File: src/rtl/dll_pkg.sv
// Shared types and helpers for the data-link transmit scheduler.
package dll_pkg;

  localparam int DEFAULT_SEQ_W = 12;

  localparam logic [1:0] ACKNAK_ACK = 2'b01;
  localparam logic [1:0] ACKNAK_NAK = 2'b10;

  typedef enum logic [2:0] {
    ST_IDLE    = 3'd0,
    ST_ACK     = 3'd1,
    ST_NAK     = 3'd2,
    ST_RETRAIN = 3'd3,
    ST_REPLAY  = 3'd4
  } state_e;

  // Modular distance a-b folded into a w-bit sequence space.
  function automatic logic [31:0] seq_dist(input logic [31:0] a, input logic [31:0] b,
                                           input int unsigned w);
    logic [31:0] mask;
    mask = (32'd1 << w) - 32'd1;
    return (a - b) & mask;
  endfunction

endpackage

File: src/rtl/dll_tx_scheduler_replay_timer.sv
// Replay timer: counts while enabled, holds otherwise, saturates and flags expiry at TIMER_MAX.
module replay_timer #(
  parameter int TIMER_MAX = 1000
) (
  input  logic clk,
  input  logic reset,
  input  logic count_en,
  input  logic clear,
  output logic expire
);

  localparam int TW = $clog2(TIMER_MAX + 1);

  logic [TW-1:0] count_r;

  // Timer count register
  always_ff @(posedge clk or posedge reset) begin
    if (reset) begin
      count_r <= '0;
    end else if (clear) begin
      count_r <= '0;
    end else if (count_en && (count_r != TW'(TIMER_MAX))) begin
      count_r <= count_r + TW'(1);
    end else begin
      count_r <= count_r;
    end
  end

  assign expire = (count_r == TW'(TIMER_MAX));

endmodule

File: src/rtl/dll_tx_scheduler.sv
// Transmit-side DLL scheduler: sequence numbering, ACK/NAK purge, replay and retrain control.
// Define REPLAY_TIMER_EN to include the replay timer and timeout-initiated replays.
module dll_tx_scheduler
  import dll_pkg::*;
#(
  parameter int SEQ_W        = DEFAULT_SEQ_W,
  parameter int MAX_OUT      = 64,
  parameter int TIMER_MAX    = 1000,
  parameter int REPLAY_LIMIT = 3
) (
  input  logic             clk,
  input  logic             reset,
  input  logic             tlp_req,
  output logic             tlp_gnt,
  output logic [SEQ_W-1:0] tx_seq,
  input  logic             dllp_vld,
  input  logic [1:0]       dllp_type,
  input  logic [SEQ_W-1:0] dllp_seq,
  input  logic             busy_n,
  output logic             buf_we,
  output logic [1:0]       buf_acknak,
  output logic [SEQ_W-1:0] buf_ack_seq,
  output logic             rep_req,
  output logic [SEQ_W-1:0] num_to_rep,
  input  logic             rep_done,
  output logic             retrain,
  output logic [SEQ_W-1:0] outstanding
);

  localparam int RN_W = $clog2(REPLAY_LIMIT + 1);

  state_e           state_r;
  logic [SEQ_W-1:0] next_seq_r, ackd_seq_r, pend_seq_r;
  logic             pend_vld_r;
  logic [RN_W-1:0]  replay_num_r;

  logic [SEQ_W-1:0] out_s, d_s, pend_d_s, nak_rep_s;
  logic             dv_s, pend_ok_s, is_ack_s, is_nak_s, gnt_ok_s;
  logic             timer_clr_s, timer_en_s, expire_s;

  assign out_s     = SEQ_W'(seq_dist(32'(next_seq_r), 32'(ackd_seq_r), SEQ_W)) - SEQ_W'(1);
  assign d_s       = SEQ_W'(seq_dist(32'(dllp_seq), 32'(ackd_seq_r), SEQ_W));
  assign pend_d_s  = SEQ_W'(seq_dist(32'(pend_seq_r), 32'(ackd_seq_r), SEQ_W));
  assign nak_rep_s = SEQ_W'(seq_dist(32'(next_seq_r - SEQ_W'(1)), 32'(dllp_seq), SEQ_W));
  assign dv_s      = (d_s != '0) && (d_s <= out_s);
  assign pend_ok_s = (pend_d_s != '0) && (pend_d_s <= out_s);
  assign is_ack_s  = dllp_vld && (dllp_type == ACKNAK_ACK);
  assign is_nak_s  = dllp_vld && (dllp_type == ACKNAK_NAK);
  assign gnt_ok_s  = tlp_req && busy_n && (out_s < SEQ_W'(MAX_OUT));

  // Forward progress (any purge) or a finished replay restarts the timeout window.
  assign timer_clr_s = ((state_r == ST_IDLE) && (is_ack_s || is_nak_s) && dv_s)
                     || ((state_r == ST_IDLE) && !dllp_vld && pend_vld_r && pend_ok_s)
                     || ((state_r == ST_REPLAY) && rep_req && rep_done);
  assign timer_en_s  = (state_r == ST_IDLE) && (out_s != '0);

`ifdef REPLAY_TIMER_EN
  replay_timer #(.TIMER_MAX(TIMER_MAX)) u_timer (
    .clk      (clk),
    .reset    (reset),
    .count_en (timer_en_s),
    .clear    (timer_clr_s),
    .expire   (expire_s)
  );
`else
  logic [33:0] unused_timer_s;
  assign unused_timer_s = {32'(TIMER_MAX), timer_en_s, timer_clr_s};
  assign expire_s       = 1'b0;
`endif

  // Scheduler FSM with registered outputs
  always_ff @(posedge clk or posedge reset) begin
    if (reset) begin
      state_r      <= ST_IDLE;
      next_seq_r   <= '0;
      ackd_seq_r   <= '1;
      pend_seq_r   <= '0;
      pend_vld_r   <= 1'b0;
      replay_num_r <= '0;
      tlp_gnt      <= 1'b0;
      buf_we       <= 1'b0;
      tx_seq       <= '0;
      buf_acknak   <= 2'b00;
      buf_ack_seq  <= '0;
      rep_req      <= 1'b0;
      num_to_rep   <= '0;
      retrain      <= 1'b0;
    end else begin
      tlp_gnt    <= 1'b0;
      buf_we     <= 1'b0;
      buf_acknak <= 2'b00;
      retrain    <= 1'b0;
      case (state_r)
        ST_IDLE: begin
          if (dllp_vld) begin
            if (is_ack_s && dv_s) begin
              ackd_seq_r   <= dllp_seq;
              buf_acknak   <= ACKNAK_ACK;
              buf_ack_seq  <= dllp_seq;
              replay_num_r <= '0;
              state_r      <= ST_ACK;
            end else if (is_nak_s && (dv_s || (d_s == '0))) begin
              if (dv_s) begin
                ackd_seq_r   <= dllp_seq;
                buf_acknak   <= ACKNAK_NAK;
                buf_ack_seq  <= dllp_seq;
                replay_num_r <= '0;
              end
              num_to_rep <= nak_rep_s;
              state_r    <= ST_NAK;
            end
          end else if (pend_vld_r) begin
            // ACK deferred from the last replay; re-validated in case it went stale
            pend_vld_r <= 1'b0;
            if (pend_ok_s) begin
              ackd_seq_r   <= pend_seq_r;
              buf_acknak   <= ACKNAK_ACK;
              buf_ack_seq  <= pend_seq_r;
              replay_num_r <= '0;
              state_r      <= ST_ACK;
            end
          end else if (expire_s && (out_s != '0)) begin
            num_to_rep <= out_s;
            state_r    <= ST_NAK;
          end else if (gnt_ok_s) begin
            tlp_gnt    <= 1'b1;
            buf_we     <= 1'b1;
            tx_seq     <= next_seq_r;
            next_seq_r <= next_seq_r + SEQ_W'(1);
          end
        end
        ST_ACK: state_r <= ST_IDLE;
        ST_NAK: begin
          // Replay decision, shared by NAK and timeout
          if (num_to_rep == '0) begin
            state_r <= ST_IDLE;
          end else if (replay_num_r == RN_W'(REPLAY_LIMIT)) begin
            retrain      <= 1'b1;
            replay_num_r <= '0;
            state_r      <= ST_RETRAIN;
          end else begin
            replay_num_r <= replay_num_r + RN_W'(1);
            state_r      <= ST_REPLAY;
          end
        end
        ST_RETRAIN: state_r <= ST_REPLAY;
        ST_REPLAY: begin
          if (!rep_req) begin
            rep_req <= busy_n;
          end else if (rep_done) begin
            rep_req <= 1'b0;
            state_r <= ST_IDLE;
          end
          if (is_ack_s && dv_s) begin
            pend_vld_r <= 1'b1;
            pend_seq_r <= dllp_seq;
          end
        end
        default: state_r <= ST_IDLE;
      endcase
    end
  end

  // Outstanding count output register
  always_ff @(posedge clk or posedge reset) begin
    if (reset) begin
      outstanding <= '0;
    end else begin
      outstanding <= out_s;
    end
  end

endmodule
File: config.mk
export PLATFORM = sky130hd
export DESIGN_NAME = dll_tx_scheduler
export DESIGN_NICKNAME = d
export VERILOG_FILES = /design/src/rtl/dll_pkg.sv /design/src/rtl/dll_tx_scheduler_replay_timer.sv /design/src/rtl/dll_tx_scheduler.sv
export SDC_FILE = /design/constraint.sdc
export NUM_CORES = 1
export LEC_CHECK = 0
export ABC_AREA = 1
export CAP_MARGIN = 20
export CORE_ASPECT_RATIO = 1.25
export CORE_MARGIN = 2
export CORE_UTILIZATION = 60
export DETAILED_ROUTE_END_ITERATION = 6
export GPL_TIMING_DRIVEN = 0
export PLACE_DENSITY = 0.91
export SKIP_CTS_REPAIR_TIMING = 1
export SLEW_MARGIN = 30
export SYNTH_ARGS = -nofsm -noshare
export SYNTH_HDL_FRONTEND = slang
export SYNTH_SLANG_ARGS = --single-unit
File: constraint.sdc
create_clock -name clk -period 5.25 [get_ports clk]
set_clock_uncertainty 0.05 [all_clocks]
set_input_delay 1.575 -clock clk [delete_from_list [all_inputs] [get_ports clk]]
set_output_delay 1.575 -clock clk [all_outputs]
set_load 0.01 [all_outputs]
==> flow_metrics.env <==
export IMPL_status="complete, no violations"
export IMPL_path_clk_slew_ps=70
export IMPL_numPortBuffers=73
export IMPL_ys_warn_count=0
export IMPL_vias=6148
export IMPL_drt_pass1_iter_count=6
export IMPL_ant_nets=0
export IMPL_r2r_start="ackd_seq_r[0]"
export IMPL_r2r_end="num_to_rep[2]"
export IMPL_cp_arrival_ps=5130
export IMPL_fin_util_pct=72.6
export IMPL_grt_setup_unrepaired="false"
export IMPL_layout_min_cycle_time_ps=4950
export IMPL_nFillCells=856
export IMPL_area_growth_pct=18.4
export IMPL_clkSinkCount=95
export IMPL_routabilityCongestion=0.955
export IMPL_root_buffer="clkbuf_16"
export IMPL_holdPathEnd="ackd_seq_r[10]"
export IMPL_insertion_delay_ps=350
export IMPL_setup_violations_final=0
export IMPL_grt_busiest_layer="met2"
export IMPL_critPathKind="in -> reg"
export IMPL_syn_nets=973
export IMPL_setup_slack_ps=300
export IMPL_grt_use_met3_pct=4.07
export IMPL_stdcell_area_sq_um=8050
export IMPL_drv_cap=0
export IMPL_drc=0
export IMPL_grt_pass1_vias=5836
export IMPL_grtUsageMet1_pct=35.9
export IMPL_grt_ovfl_total=0
export IMPL_core_area_sq_um=11100
export IMPL_synthArstFlopShare_pct=100
export IMPL_critPathLaunchType="input port"
export IMPL_grt_pass1_wl_um=27900
export IMPL_post_drt_wl_per_cell_um=16.0
export IMPL_crit_required_ps=5430
export IMPL_synth_avg_cell_area_sq_um=7.70
export IMPL_r2r_slack_ps=1220
export IMPL_dp_hpwl_um=13800
export IMPL_synth_ff_type="dfrtp_1"
export IMPL_cts_tree="yes"
export IMPL_cp_max_fo=10
export IMPL_irDropWorstVdd_v=0.000272
export IMPL_grt_max_degree=53
export IMPL_timing_final_crit_share_pct=94.3
export IMPL_r2r_cells=19
export IMPL_die_y_um=123
export IMPL_hold_path_cell_count=2
export IMPL_placed_cell_area_sq_um=7730
export IMPL_die_x_um=99.2
export IMPL_n_antenna_cell=0
export IMPL_yosysSeqAreaShare_pct=35.2
export IMPL_synth_edf_count=0
export IMPL_hold_path_startpoint="ackd_seq_r[10]"
export IMPL_htreeDepth=3
export IMPL_cts_buffers=9
export IMPL_drtIter0Drc=403
export IMPL_stdcell_count=1108
export IMPL_ys_seq_elements=95
export IMPL_finalHoldViolations=0
export IMPL_end_kind="flip-flop"
export IMPL_pin_count=74
export IMPL_initial_utilization_pct=61.3
export IMPL_p_per_area_nw_per_um2=663
export IMPL_drive_above_1_share_pct=9.04
export IMPL_antenna_found_initial=0
export IMPL_tightest_slew_ps=1000
export IMPL_final_max_slew_viol_count=0
export IMPL_place_ws_ps=-28.1
export IMPL_use_met2_pct=51.9
export IMPL_synth_cells=883
export IMPL_hold_class="reg -> reg"
export IMPL_routed_wl_um=17700
export IMPL_dp_cells=1092
export IMPL_vias_per_cell=5.55
export IMPL_synth_distinct_cells=44
export IMPL_core_rowCount=43
export IMPL_grt_util_all_layers_pct=29.6
export IMPL_design_final_nets=1058
export IMPL_fmax_mhz=202
export IMPL_maxSlewHeadroom_pct=32.5
export IMPL_power_leakage_nw=4.20
export IMPL_die_area_sq_um=12200
export IMPL_cts_buffer_depth=2
export IMPL_synth_area_sq_um=6800
==> power breakdown <==
part,switching [W],internal [W]
combinational,0.00210,0.00137
sequential,0.000175,0.00100
clock,0.000302,0.000385
==> kinds of logic (layout without fill, tap and decap cells) <==
kind of cell | Yosys count | count (layout) | synth area share [%]
DFF | 95 | 95 | 35.2
AOI/OAI and AO/OA | 123 | 123 | 10.4
buffers and inverters | 148 | 238 | 8.70
adders and majority gates | 70 | 70 | 13.3
xor gates and xnor gates | 45 | 45 | 6.13
and+or+nand+nor | 402 | 402 | 26.2
==> registers in the layout, indices dropped and copies added, names as in the netlist, 2 cells and up <==
name and cells:
ackd_seq_r 12, buf_ack_seq 12, buf_acknak 2, next_seq_r 12, num_to_rep 12, outstanding 12, pend_seq_r 12, replay_num_r 2
state_r 3, tx_seq 12
==> routing by layer <==
metal | up-vias | share of wire, % | wire length, um
li1 | 3009 | - | -
met1 | 2867 | 40 | 7170
met2 | 210 | 50 | 8820
met3 | 62 | 5.0 | 880
met4 | 0 | 4.7 | 839
met5 | - | 0 | 0
==> Yosys cell counts (all sizes together), types with 4 or more instances <==
master / count / share of area (%)
buf: 10 / 1.1
xnor2: 12 / 1.7
nor3: 17 / 1.5
nor2: 53 / 3.1
xor2: 33 / 4.5
o21bai: 6 / 0.66
nand2: 253 / 15
a21oi: 45 / 3.6
fa: 4 / 1.2
nand4: 17 / 1.7
o21ai: 61 / 5.0
dfstp: 12 / 4.6
ha: 66 / 12
inv: 135 / 7.5
dfrtp: 83 / 31
nand3: 57 / 4.5
==> critical path, stage by stage <==
cell             delay (ps)
clkdlybuf4s50_1         460
ha_1                    390
a21oi_1                 190
o21ai_2                 100
nand2_1                  60
nand2_1                 110
a21oi_1                 200
xor2_1                  270
inv_1                    80
ha_1                    320
nand3_2                 100
nor2_2                  130
nand4_2                 120
nand3_1                 110
nand2_1                  80
nor2_1                  320
inv_1                   170
buf_2                   220
nand2_1                  70
o21ai_1                  60
==> how the worst max path moves through the flow <==
stage	start	to	slack, ps	cells past startpoint
after floorplan	dllp_seq[0]	buf_ack_seq[0]	980	23
after global placement	reset	outstanding[10]	-180	2
after detailed placement	dllp_seq[0]	pend_seq_r[5]	-30	18
after CTS	dllp_seq[0]	pend_seq_r[7]	330	18
after global routing	dllp_seq[0]	buf_ack_seq[1]	50	24
final	dllp_seq[2]	num_to_rep[2]	300	20
==> layout by cell type (no fill, tap or decap), types with 4 or more instances in the layout <==
master	Yosys	layout
xor2_1	31	30
o21ai_0	48	48
dfrtp_1	83	83
nand3_1	53	53
nand3_2	4	4
xnor2_1	11	11
nand4_1	16	16
fa_1	4	4
nand2_2	9	9
clkbuf_16	0	9
o21ai_2	9	9
o21ai_1	4	4
buf_2	5	4
o21bai_1	6	6
ha_1	66	66
nor2_2	6	6
a21oi_1	42	42
nor2_1	47	47
nand2_1	241	241
dfstp_2	12	12
clkdlybuf4s50_1	0	73
inv_1	132	131
nor3_1	15	15
==> area by class of cell <==
cell class / instances / area [sq um] / share of cell area (%)
buffer: 13 / 88.8 / 1.10
multi-input combinational: 640 / 3820 / 47.5
sequential: 95 / 2390 / 29.7
clock inverter: 6 / 67.6 / 0.839
inverter: 135 / 512 / 6.36
tap: 135 / 169 / 2.10
timing repair buffer: 74 / 758 / 9.42
clock buffer: 10 / 239 / 2.97
==> per-stage QoR <==
| step | hold WS (ps) | power [W] | setup TNS (ps) |
|---|---|---|---|
| global route | 423 | 0.00581 | 0 |
| detailed placement | 404 | 0.00458 | -108 |
| global placement | 399 | 0.00449 | -14630 |
| floorplan | 392 | 0.00363 | 0 |
| CTS | 418 | 0.00530 | 0 |
| finish | 412 | 0.00534 | 0 |
No activity file was read; power rests on OpenSTA's default activity.
